==> src/rtl/uartcon_pkg.sv <==
// rtl/uartcon_pkg.sv - shared constants and serializer state encoding for the UART transmitter
package uartcon_pkg;

    localparam int CLK_DIV_DEFAULT    = 434;
    localparam int DEPTH_LOG2_DEFAULT = 4;

    typedef enum logic [1:0] {
        S_IDLE  = 2'd0,
        S_START = 2'd1,
        S_DATA  = 2'd2,
        S_STOP  = 2'd3
    } tx_state_t;

endpackage

==> src/rtl/uartcon_fifo.sv <==
// rtl/uartcon_fifo.sv - synchronous byte FIFO with registered count-based flags
module uartcon_fifo #(
    parameter int P_DEPTH_LOG2 = 4
) (
    input  logic       clk,
    input  logic       rst_n,
    input  logic       push,
    input  logic [7:0] wdata,
    input  logic       pop,
    output logic [7:0] rdata,
    output logic       full,
    output logic       afull,
    output logic       empty
);

    localparam int                  DEPTH     = 1 << P_DEPTH_LOG2;
    localparam logic [P_DEPTH_LOG2:0] CNT_ONE   = (P_DEPTH_LOG2 + 1)'(1);
    localparam logic [P_DEPTH_LOG2:0] FULL_LVL  = (P_DEPTH_LOG2 + 1)'(DEPTH);
    localparam logic [P_DEPTH_LOG2:0] AFULL_LVL = (P_DEPTH_LOG2 + 1)'(DEPTH - 2);
    localparam logic [P_DEPTH_LOG2-1:0] PTR_ONE = P_DEPTH_LOG2'(1);

    logic [7:0]              mem [DEPTH];
    logic [P_DEPTH_LOG2-1:0] wptr;
    logic [P_DEPTH_LOG2-1:0] rptr;
    logic [P_DEPTH_LOG2:0]   cnt;
    logic [P_DEPTH_LOG2:0]   cnt_next;
    logic                    push_ok;
    logic                    pop_ok;

    // A push while full is dropped outright; pop from empty is ignored.
    assign push_ok = push && !full;
    assign pop_ok  = pop && !empty;

    always_comb begin
        cnt_next = cnt;
        if (push_ok && !pop_ok) begin
            cnt_next = cnt + CNT_ONE;
        end else if (pop_ok && !push_ok) begin
            cnt_next = cnt - CNT_ONE;
        end
    end

    // Flags come from the next count so they are valid right after the edge that moves it.
    always_ff @(posedge clk) begin
        if (!rst_n) begin
            wptr  <= '0;
            rptr  <= '0;
            cnt   <= '0;
            full  <= 1'b0;
            afull <= 1'b0;
            empty <= 1'b1;
        end else begin
            if (push_ok) begin
                wptr <= wptr + PTR_ONE;
            end
            if (pop_ok) begin
                rptr <= rptr + PTR_ONE;
            end
            cnt   <= cnt_next;
            full  <= (cnt_next == FULL_LVL);
            afull <= (cnt_next >= AFULL_LVL);
            empty <= (cnt_next == '0);
        end
    end

    always_ff @(posedge clk) begin
        if (rst_n && push_ok) begin
            mem[wptr] <= wdata;
        end
    end

    assign rdata = mem[rptr];

endmodule

==> src/rtl/uartcon_tx.sv <==
// rtl/uartcon_tx.sv - buffered 8N1 UART transmitter: byte FIFO feeding a registered-line serializer
module uartcon_tx
    import uartcon_pkg::*;
#(
    parameter int P_CLK_DIV    = CLK_DIV_DEFAULT,
    parameter int P_DEPTH_LOG2 = DEPTH_LOG2_DEFAULT
) (
    input  logic       CLK,
    input  logic       RST_N,
    input  logic       WRITE,
    input  logic [7:0] WDATA,
    output logic       FULL,
    output logic       AFULL,
    output logic       WEMPTY,
    output logic       TXD
);

    localparam logic [15:0] TIMER_LAST = 16'(P_CLK_DIV - 1);
    localparam logic [15:0] TIMER_ONE  = 16'd1;
    localparam logic [2:0]  LAST_BIT   = 3'd7;

    tx_state_t   state;
    tx_state_t   next_state;
    logic [15:0] bit_timer;
    logic [2:0]  bit_cnt;
    logic [7:0]  shreg;
    logic        bit_end;
    logic        pop;
    logic        push_acc;
    logic        txd_next;
    logic        wempty_next;
    logic        fifo_empty;
    logic        fifo_full;
    logic [7:0]  fifo_rdata;

    uartcon_fifo #(
        .P_DEPTH_LOG2(P_DEPTH_LOG2)
    ) u_fifo (
        .clk   (CLK),
        .rst_n (RST_N),
        .push  (WRITE),
        .wdata (WDATA),
        .pop   (pop),
        .rdata (fifo_rdata),
        .full  (fifo_full),
        .afull (AFULL),
        .empty (fifo_empty)
    );

    assign FULL     = fifo_full;
    assign bit_end  = (bit_timer == TIMER_LAST);
    assign push_acc = WRITE && !fifo_full;

    always_ff @(posedge CLK) begin
        if (!RST_N) begin
            state <= S_IDLE;
        end else begin
            state <= next_state;
        end
    end

    always_comb begin
        next_state = state;
        case (state)
            S_IDLE: begin
                if (!fifo_empty) begin
                    next_state = S_START;
                end
            end
            S_START: begin
                if (bit_end) begin
                    next_state = S_DATA;
                end
            end
            S_DATA: begin
                if (bit_end && (bit_cnt == LAST_BIT)) begin
                    next_state = S_STOP;
                end
            end
            S_STOP: begin
                if (bit_end) begin
                    next_state = fifo_empty ? S_IDLE : S_START;
                end
            end
            default: next_state = S_IDLE;
        endcase
    end

    // WEMPTY only rises once a cycle has been spent idle, i.e. after the stop bit is on the line.
    always_comb begin
        pop         = 1'b0;
        txd_next    = 1'b1;
        wempty_next = (state == S_IDLE) && fifo_empty && !push_acc;
        case (state)
            S_IDLE: begin
                pop = !fifo_empty;
            end
            S_START: begin
                txd_next = 1'b0;
            end
            S_DATA: begin
                txd_next = shreg[0];
            end
            S_STOP: begin
                pop = bit_end && !fifo_empty;
            end
            default: begin
                txd_next = 1'b1;
            end
        endcase
    end

    always_ff @(posedge CLK) begin
        if (!RST_N) begin
            bit_timer <= '0;
            bit_cnt   <= '0;
            shreg     <= '0;
        end else if (pop) begin
            shreg     <= fifo_rdata;
            bit_timer <= '0;
            bit_cnt   <= '0;
        end else if (state == S_IDLE) begin
            bit_timer <= '0;
        end else if (bit_end) begin
            bit_timer <= '0;
            if (state == S_DATA) begin
                bit_cnt <= bit_cnt + 3'd1;
                shreg   <= {1'b0, shreg[7:1]};
            end
        end else begin
            bit_timer <= bit_timer + TIMER_ONE;
        end
    end

    always_ff @(posedge CLK) begin
        if (!RST_N) begin
            TXD    <= 1'b1;
            WEMPTY <= 1'b1;
        end else begin
            TXD    <= txd_next;
            WEMPTY <= wempty_next;
        end
    end

endmodule

==> config.mk <==
export PLATFORM = sky130hd
export DESIGN_NAME = uartcon_tx
export DESIGN_NICKNAME = d
export VERILOG_FILES = /design/src/rtl/uartcon_pkg.sv /design/src/rtl/uartcon_fifo.sv /design/src/rtl/uartcon_tx.sv
export SDC_FILE = /design/constraint.sdc
export NUM_CORES = 1
export LEC_CHECK = 0
export ABC_AREA = 0
export BUFFER_PORTS_ARGS = -buffer_cell sky130_fd_sc_hd__buf_2
export CAP_MARGIN = 20
export CORE_ASPECT_RATIO = 1.75
export CORE_MARGIN = 3
export CORE_UTILIZATION = 67
export DETAILED_ROUTE_END_ITERATION = 10
export PLACE_DENSITY = 0.85
export SLEW_MARGIN = 20
export SYNTH_ARGS = -nofsm -noshare
export SYNTH_HDL_FRONTEND = slang
export SYNTH_SLANG_ARGS = --single-unit
==> constraint.sdc <==
create_clock -name CLK -period 3.49 [get_ports CLK]
set_input_delay 0.349 -clock CLK [delete_from_list [all_inputs] [get_ports CLK]]
set_output_delay 0.349 -clock CLK [all_outputs]
set_load 0.05 [all_outputs]
# After elaboration in Yosys (flattened, before gate mapping)
# Memory sizes are Yosys's and may differ from the RTL's. A register that Yosys moved wholly into a read port is not among the register bits.
# Cells that the tools add are included.
# classes
addsub,6
order_cmp,1
n_eq_ne,11
muxes,18
bitwise,2
n_reduce_logical,22
# ops
operator,n
two-way mux 8 bit,4
"adder 16 x 1 -> 16 bit, second input constant",1
"equality test 16 x 9 -> 1 bit, second input constant",1
two-way mux 5 bit,2
logical AND 1 bit,9
"adder 4 x 1 -> 4 bit, second input constant",2
two-way mux 2 bit,4
two-way mux 4 bit,2
"inequality test 2 bit, second input constant",4
one-hot mux 2 bit (4 select lines),1
AND reduction 3 bit,2
"adder 5 x 1 -> 5 bit, second input constant",1
"equality test 5 bit, second input constant",1
"greater-or-equal comparator 5 x 4 -> 1 bit, second input constant",1
zero test 5 bit,1
"subtractor 5 x 1 -> 5 bit, second input constant",1
"equality test 2 bit, second input constant",2
zero test 1 bit,4
one-hot mux 1 bit (2 select lines),2
AND reduction 4 bit,1
nonzero test 2 bit,2
OR reduction 4 bit,1
"adder 3 x 1 -> 3 bit, second input constant",1
"equality test 3 bit, second input constant",1
6 further kinds,9
# totals
regBits,47
ramBits,128
inputBits,11
output_inout_bits,4
n_memories,1
# memory_table
name,depth,width,rd,rd_ports_with_merged_regs,wr,line_no,source
u_fifo.mem,16,8,1,1,1,uartcon_fifo.sv:22,logic [7:0] mem [DEPTH];

# Depth between registers and ports, before layout
# Gate-level depths: netlist (run 1).
# depth
depth_word,8
mapped_depth,10

# Modules after synthesis
# From an unflattened synthesis (run 1), not the netlist that was laid out.
# unflattened
cells_unflattened,460
area_unflattened_um2,7418.4
# by_module_without_submodules
module,instances,cells_each,area_each_um2
uartcon_fifo,1,298,5936.9
uartcon_tx,1,162,1481.4

# Least setup slack after synthesis (run 1)
# No wires, ideal clock.
# synth_timing
kind,register -> register
start,register u_fifo.full
end,"memory u_fifo.mem[0][0], enable pin"
setup_ns,0.383
t_arrival_ns,1.872
path_slack_ns,1.234
path_stages_with_launch,6
path_buffers,2
synth_period_minus_slack_ns,2.256
path_cell_list,dfxtp_1 -> nor2b_1 -> buf_2 -> clkbuf_1 -> nand3_1 -> nor3_1
# synth_via
elab_chain_cells,5
# synth_rtl
item,line_no,source
"start, declared",uartcon_fifo.sv:11,"output logic full,"
"start signal, assigned",uartcon_fifo.sv:60,full <= (cnt_next == FULL_LVL);
zero test 1 bit,uartcon_fifo.sv:31,assign push_ok = push && !full;
logical AND 1 bit,uartcon_fifo.sv:31,
logical AND 1 bit,uartcon_fifo.sv:67,if (rst_n && push_ok) begin
two-way mux 1 bit,uartcon_fifo.sv:67,
two-way mux 1 bit (not written as such),uartcon_fifo.sv:68,mem[wptr] <= wdata;
"end, declared",uartcon_fifo.sv:22,
# No other way between the ends.

# Worst setup path after layout (run 1)
# layout_timing
start,register state[0]
end,register u_fifo.empty
# layout_via
elab_chain_cells,7
word_cells_on_any_way,10
# layout_rtl
item,line_no,source
"start, declared",uartcon_tx.sv:22,tx_state_t state;
"start signal, assigned",uartcon_tx.sv:58,state <= next_state;
equality test 2 bit or zero test 2 bit (tied branches),uartcon_tx.sv:94,case (state)
one-hot mux 1 bit (2 select lines) (*),uartcon_tx.sv:94,
logical AND 1 bit (*),uartcon_fifo.sv:32,assign pop_ok = pop && !empty;
logical AND 1 bit or zero test 1 bit (tied branches),"uartcon_fifo.sv:38, uartcon_fifo.sv:36",
two-way mux 5 bit or logical AND 1 bit (tied branches),"uartcon_fifo.sv:38, uartcon_fifo.sv:36",
two-way mux 5 bit (*),uartcon_fifo.sv:36,if (push_ok && !pop_ok) begin
zero test 5 bit (*),uartcon_fifo.sv:62,empty <= (cnt_next == '0);
"end signal, assigned",uartcon_fifo.sv:62,
"end, declared",uartcon_fifo.sv:13,output logic empty
# Every way passes the cells marked *; elsewhere a longest branch is shown, timed or not.
# A chain may end at the register's enable or synchronous reset.

==> metrics.md, run 1 <==
| Metric | Value |
|---|---|
| Clock root buffer master | `clkbuf_16` |
| Number of setup violations in the final report | `0` |
| Slew Limit Headroom | `33.2%` |
| Tot Pwr | `5.49 mW` |
| Die area | `between 10,000 and 15,000 sq um` |
| I/O Buffers | `14` |
| WL final | `13,800 microns` |
| Post_cts resized | `0` |
| Remaining antenna violation count after routing | `0` |
| Yosys top cell area share | `about 52%` |
| Clk_lat worst skew | `0.43 ns` |
| Pwr per Cell Area | `670 nW/um^2` |
| Vias | `4,111` |
| Postcts setup bufs | `0` |
| Die Y | `145 microns` |
| Max cap viols | `0` |
| CTS H-tree depth | `4` |
| Residual DRC | `0` |
| Syn Area/Cell | `15.5 sq um` |
| Slowest CP cell | `nor2_1` |
| CTS tree | `yes` |
| Final hold vios | `0` |
| Number of placed I/O pins | `15` |
| Initial Utilization | `68.8%` |
| Commonest non-fill, non-tap cells in the layout | `128 x edfxtp_1, 54 x nor2_1, 50 x dfxtp_1` |
| CP max FO | `11` |
| CP required | `3.82 ns` |
| Final Cycle Share | `76.6%` |
| FF+latch count, synth | `roughly 180` |
| Most common cell after layout, fill and taps aside | `edfxtp_1` |
| WP data arrival | `3.00 ns` |
| GRT Overall Usage | `between 20% and 30%` |
| Placer Congestion | `0.830` |
| Seq/Total Area, Yosys | `approximately two thirds` |
| Critical path cell sequence | `inv_1 > ha_1 > nor2_1 > o21a_1 > mux2i_1 > xor2_1 > o41ai_2` |
| Initial antenna violation count | `0` |
| Crit Path Class | `reg2reg` |
| CP endpoint kind | `flop` |
| First-pass GRT wire length | `about 22,000 microns` |
| Synth Instances | `around 480` |
| CTS buffer count | `17` |
| Ys flop type | `edfxtp_1` |
| Initial DRT Pass Iterations | `4` |
| Top cell family by delay on the critical path | `compound AO/OA/AOI/OAI gates` |
| Slew Limit Fails | `0` |
| Crit path launch type | `flop` |
| Vias per inst | `6.46` |
| DR WL/cell | `approximately 22 microns` |
| XOR/XNOR Fraction of Synth Area | `around 2.8%` |
| Simple logic cell fraction of the synthesized area | `9.19%` |
| DRC violation total after the first TritonRoute iteration | `212` |
| Area growth, synth to finish | `10.8%` |
| RSZ-0062 raised after global routing | `false` |
| Asr flop ratio synth | `0%` |
| Site row count | `50` |
| Synth Area in Adders | `roughly 2.9%` |
| Setup TNS | `0 ns` |
| # fillers | `about 630` |
| Fin nets | `521` |
| Fraction of layout cells with a size suffix above 1 | `between 20% and 30%` |
| Die Span X | `~85 microns` |
| Largest family of logic cells by synthesized area | `multiplexers` |
| Area leader, netlist | `edfxtp_1` |
| Synth top area cells | `edfxtp_1 52%, dfxtp_1 14%, mux4_2 12%` |
| Max VDD drop | `between 0.4 and 0.5 mV` |
| Post-DP HPWL | `9350 microns` |
| Synth unique cells | `50` |
| Hold_buf cts | `0` |
| Largest net degree at the start of global routing | `33` |
| Core box area | `10,800 sq um` |
| Min-Delay Path Class | `in2reg` |
| Syn_nets | `504` |
| Largest stage delay, worst path | `0.56 ns` |
| Leakage | `roughly 2.7 nW` |
| Clock period minus worst slack | `roughly 2.7 ns` |
| Vias in the first global route | `4,175` |
| Mapped cell area | `7400 sq um` |
| Worst Max-Slew Pin Slew | `approximately 1 ns` |
| Yosys warns | `0` |
| Mux contribution to synthesized area | `between 10% and 20%` |
| Layout Skew | `0.0151 ns` |
| Crit path buf inv count | `1` |
| ANT cells | `0` |
| Clk slew on worst S/H paths | `0.07 ns` |
| Compound-Gate Fraction of Synth Area | `3.24%` |
| GRT Residual Overflow | `0` |
| Clock Sinks | `approximately 180` |
| Fmax | `374 MHz` |
| EDFF count, synth | `128` |
| Clock Tree Buf Depth | `2` |
| Run status | `finished clean` |
cells by family (layout without fill, tap and decap cells):
| group | after synthesis | in the layout |
|---|---|---|
| buf+inv | 36 | 65 |
| fa+ha+maj | 17 | 17 |
| simple gates | 134 | 134 |
| xor+xnor | 24 | 24 |
| compound gates | 33 | 33 |
| mux | 54 | 54 |
| flops | 179 | 179 |
synthesized netlist by cell type (all sizes together) (10+ instances only):
| library cell | count |
|---|---|
| buf | 10 |
| clkbuf | 14 |
| dfxtp | 51 |
| edfxtp | 128 |
| ha | 16 |
| inv | 12 |
| mux2i | 14 |
| mux4 | 40 |
| nand2 | 19 |
| nand3 | 11 |
| nand4 | 12 |
| nor2 | 54 |
| xor2 | 16 |
routing by layer:
metal | GRT usage, % | part of all wire [%]
met5 | 0 | 0
met1 | 28.6 | 37
met2 | 42.0 | 57
met3 | 4.38 | 3.9
met4 | 11.7 | 2.9
flip-flops by register name, indices dropped and copies added (netlist names), 2 cells and up, named ones only:
name	flops
u_fifo.cnt	5
u_fifo.wptr	4
u_fifo.mem	128
shreg	8
bit_cnt	3
bit_timer	16
u_fifo.rptr	4
state	2
final timing paths:
kind | from | to | slack, ns | depth (start not counted)
setup / recovery | state[0] | u_fifo.empty | 0.82 | 7
hold / removal | RST_N | u_fifo.empty | 0.22 | 2
hold reg to reg | bit_timer[0] | bit_timer[0] | 0.47 | 1
setup reg to reg | state[0] | u_fifo.empty | 0.82 | 7
cell type report:
cell class,instances,area [sq um],area share (%)
clock inverter,14,188,2.29
sequential,179,4870,59.3
multi-input combinational,262,2390,29.1
tap,130,163,1.98
clock buffer,17,425,5.18
timing repair buffer,22,130,1.59
inverter,12,45.0,0.549
power by group:
part           switching, mW  internal, mW  total, mW
Clock                  0.861          1.09       1.96
Sequential             0.149          2.41       2.56
Combinational          0.548         0.432      0.981
per-stage QoR:
step	hold WS, ns	util [%]	instances	cell area, sq um	setup slack (ns)
after floorplan	0.429	-	477	7400	1.23
after global placement	0.441	70.6	605	7590	0.992
after detailed placement	0.463	70.6	605	7590	0.885
after CTS	0.207	76.3	636	8210	0.842
after global routing	0.227	76.3	636	8210	0.616
final	0.222	76.3	636	8210	0.816
No activity file was read; power rests on OpenSTA's default activity.
==> run 2, diff against run 1 <==
--- a/config.mk
+++ b/config.mk
@@ -5,14 +5,14 @@
 export SDC_FILE = /design/constraint.sdc
 export NUM_CORES = 1
 export LEC_CHECK = 0
-export ABC_AREA = 0
+export ABC_AREA = 1
 export BUFFER_PORTS_ARGS = -buffer_cell sky130_fd_sc_hd__buf_2
 export CAP_MARGIN = 20
 export CORE_ASPECT_RATIO = 1.75
 export CORE_MARGIN = 3
-export CORE_UTILIZATION = 67
+export CORE_UTILIZATION = 56
 export DETAILED_ROUTE_END_ITERATION = 10
-export PLACE_DENSITY = 0.85
+export PLACE_DENSITY = 0.76
 export SLEW_MARGIN = 20
 export SYNTH_ARGS = -nofsm -noshare
 export SYNTH_HDL_FRONTEND = slang
==> constraint.sdc (replaced) <==
create_clock -name CLK -period 2.3 [get_ports CLK]
set_input_delay 0.23 -clock CLK [delete_from_list [all_inputs] [get_ports CLK]]
set_output_delay 0.23 -clock CLK [all_outputs]
set_load 0.05 [all_outputs]
==> metrics.md, run 2 <==
| Metric | Value |
|---|---|
| FF+latch count, synth | `179` |
| Max cap viols | `0` |
| Asr flop ratio synth | `0%` |
| Fin nets | `784` |
| Number of placed I/O pins | `15` |
| Fin util | `65.3%` |
| First-pass GRT wire length | `26,300 microns` |
| CTS tree | `yes` |
| Mux contribution to synthesized area | `4.34%` |
| Hold_buf cts | `0` |
| WP data arrival | `2.27 ns` |
| Yosys warns | `0` |
| CP startpoint | `bit_timer[0]` |
| CTS H-tree depth | `4` |
| Most common library cells after synthesis | `128 x edfxtp_1, 95 x nand2_1, 84 x inv_1` |
| Largest stage delay, worst path | `0.38 ns` |
| Vias in the first global route | `5,490` |
| Initial Utilization | `57.9%` |
| Number of setup violations in the final report | `0` |
| Crit path buf inv count | `2` |
| Synth Area in Adders | `between 2 and 3%` |
| Seq/Total Area, Yosys | `61.8%` |
| Largest family of logic cells by synthesized area | `simple AND/OR/NAND/NOR gates` |
| Sw power | `3.38 mW` |
| Vias per inst | `~5.6` |
| CP endpoint kind | `flop` |
| Placed insts | `912` |
| Count leader, synth | `edfxtp_1` |
| Synth unique cells | `44` |
| Placer Congestion | `0.834` |
| Area leader, netlist | `edfxtp_1` |
| Slowest CP cell | `dfxtp_1` |
| RSZ-0062 raised after global routing | `false` |
| Initial DRT Pass Iterations | `5` |
| Fraction of layout cells with a size suffix above 1 | `approximately 15%` |
| Worst r2r src | `bit_timer[0]` |
| Seq pwr share | `between 40% and 50%` |
| Top cell family by delay on the critical path | `simple AND/OR/NAND/NOR gates` |
| Die Y | `between 150 and 200 microns` |
| Post_cts resized | `0` |
| Hold Startpoint | `RST_N` |
| Simple logic cell fraction of the synthesized area | `13.8%` |
| Run status | `finished clean` |
| Leakage | `3.22 nW` |
| ANT cells | `0` |
| Postcts setup bufs | `0` |
| CP required | `2.63 ns` |
| EDFF count, synth | `128` |
| Synth top area cells | `edfxtp_1 49%, dfxtp_1 13%, nand2_1 4.5%` |
| Area growth, synth to finish | `12.7%` |
| Compound-Gate Fraction of Synth Area | `10.7%` |
| Clock Tree Buf Depth | `2` |
| Pwr per Cell Area | `1070 nW/um^2` |
| Die area | `between 15,000 and 20,000 sq um` |
| Residual DRC | `0` |
| Slew Limit Fails | `0` |
| Final hold vios | `0` |
| Max VDD drop | `approximately 0.83 mV` |
| Power Internal | `6.14 mW` |
| Largest register FFs | `128` |
| Post-DP HPWL | `10,800 microns` |
| Core box area | `about 14,000 sq um` |
| WL final | `16,000 microns` |
| Worst Max-Slew Pin Slew | `0.589 ns` |
| Yosys top cell area share | `48.8%` |
| CP max FO | `7` |
| Clock period minus worst slack | `1.94 ns` |
| Min-Delay Path Class | `in2reg` |
| Syn_nets | `749` |
| GRT Overall Usage | `roughly 22%` |
| Slew Limit Headroom | `60.7%` |
| Crit Path Class | `reg2reg` |
| Crit path launch type | `flop` |
| XOR/XNOR Fraction of Synth Area | `1.00%` |
| Top Registers | `u_fifo.mem (128), bit_timer (16), shreg (8)` |
| Syn Area/Cell | `10.9 sq um` |
| Synth Instances | `just over 700` |
| Pre-CTS worst setup slack | `0.382 ns` |
| Largest net degree at the start of global routing | `34` |
| Critical path cell sequence | `ha_1 > inv_1 > nor2_1 > nand2_1 > nor2_2 > nand3_2 > nand2_4 > nand2_8 > inv_6 > nand2_2 > o21ai_1 > nor3b_1` |
| Worst setup margin | `0.357 ns` |
| Tot Pwr | `9.52 mW` |
| Clock network power share | `approximately 30%` |
| I/O Buffers | `14` |
| Most common cell after layout, fill and taps aside | `edfxtp_1` |
| Clock root buffer master | `clkbuf_16` |
| Biggest register | `u_fifo.mem` |
| Clock Sinks | `~180` |
| DR WL/cell | `roughly 17 microns` |
| Die Span X | `roughly 96 microns` |
| Remaining antenna violation count after routing | `0` |
| GRT Residual Overflow | `0` |
| Commonest non-fill, non-tap cells in the layout | `128 x edfxtp_1, 95 x nand2_1, 84 x inv_1` |
| DRC violation total after the first TritonRoute iteration | `just under 400` |
| CTS buffer count | `17` |
| Initial antenna violation count | `0` |
| Vias | `5,301` |
| Final Cycle Share | `84.5%` |
| Sw Share | `35.5%` |
| Clk_lat worst skew | `0.43 ns` |
| Layout Skew | `0.0101 ns` |
| Final non-filler cell total | `944` |
| Logic pwr share | `approximately 29%` |
| Mapped cell area | `7870 sq um` |
| Ys flop type | `edfxtp_1` |
| Fmax | `a little over 500 MHz` |
| Clk slew on worst S/H paths | `0.07 ns` |
| Site row count | `56` |
| Setup TNS | `0 ns` |
-- run 2: changes by cell type after synthesis, sizes merged, moves of 7 or more --
| cell | delta |
|---|---|
| nand2 | +91 |
| o21ai | +79 |
| inv | +77 |
| a21oi | +45 |
| mux4 | -40 |
| mux2i | +19 |
| o211ai | +16 |
| nor3 | +12 |
| nor2 | -11 |
| nand3 | +10 |
| xor2 | -8 |
| a211oi | -7 |
| xnor2 | -7 |
-- run 2: cells by family after synthesis --
logic type / Yosys count
DFF: 179
muxes: 34
and+or+nand+nor: 211
xor gates and xnor gates: 9
AOI/OAI and AO/OA: 158
buffers and inverters: 115
adders and majority gates: 16
-- run 2: per-stage QoR --
| stage | hold slack, ns | cell area (sq um) |
|---|---|---|
| 5_1_grt | 0.103 | 8870 |
| 6_report | 0.0954 | 8870 |
| 4_1_cts | 0.0847 | 8870 |
| 2_1_floorplan | 0.329 | 7870 |
| 3_5_place_dp | 0.465 | 8270 |
| 3_3_place_gp | 0.446 | 8270 |
-- run 2: worst register-to-register path, cell delays in order, from the launching register on --
cell and delay [ns]:
dfxtp_1 0.38, ha_1 0.19, inv_1 0.06, nor2_1 0.13, nand2_1 0.08, nor2_2 0.10
nand3_2 0.09, nand2_4 0.12, nand2_8 0.09, inv_6 0.11, nand2_2 0.07, o21ai_1 0.13
nor3b_1 0.28
-- run 2: power groups by stage --
| stage | clock network, mW | registers [mW] | logic [mW] |
|---|---|---|---|
| floorplan | 0 | 3.87 | 2.10 |
| finish | 2.85 | 3.87 | 2.80 |
| global placement | 0 | 3.93 | 2.66 |
| detailed placement | 0 | 3.94 | 2.75 |
| global route | 3.00 | 3.90 | 3.11 |
| CTS | 2.88 | 3.87 | 2.80 |
-- run 2: worst paths after layout --
check	end	slack, ns	depth (start not counted)
max	flop	0.36	12
max reg2reg	flop	0.36	12
min reg2reg	bit_timer[0]	0.48	1
min	u_fifo.empty	0.1	2
-- run 2: final cells by class --
class	count	area [sq um]
multi-input combinational	428	2550
timing repair buffer	41	285
clock inverter	15	180
tap	174	218
inverter	90	343
clock buffer	17	425
sequential	179	4870
fill	1039	4720
-- run 2: layer usage --
layer | part of all wire, % | vias up | wire [microns] | GRT usage (%)
met2 | 55 | 157 | 8790 | 39.5
met5 | 0 | - | 0 | 0
met1 | 37 | 2526 | 5840 | 24.5
met3 | 4.7 | 39 | 755 | 4.67
li1 | - | 2579 | - | -
met4 | 3.6 | 0 | 567 | 9.84
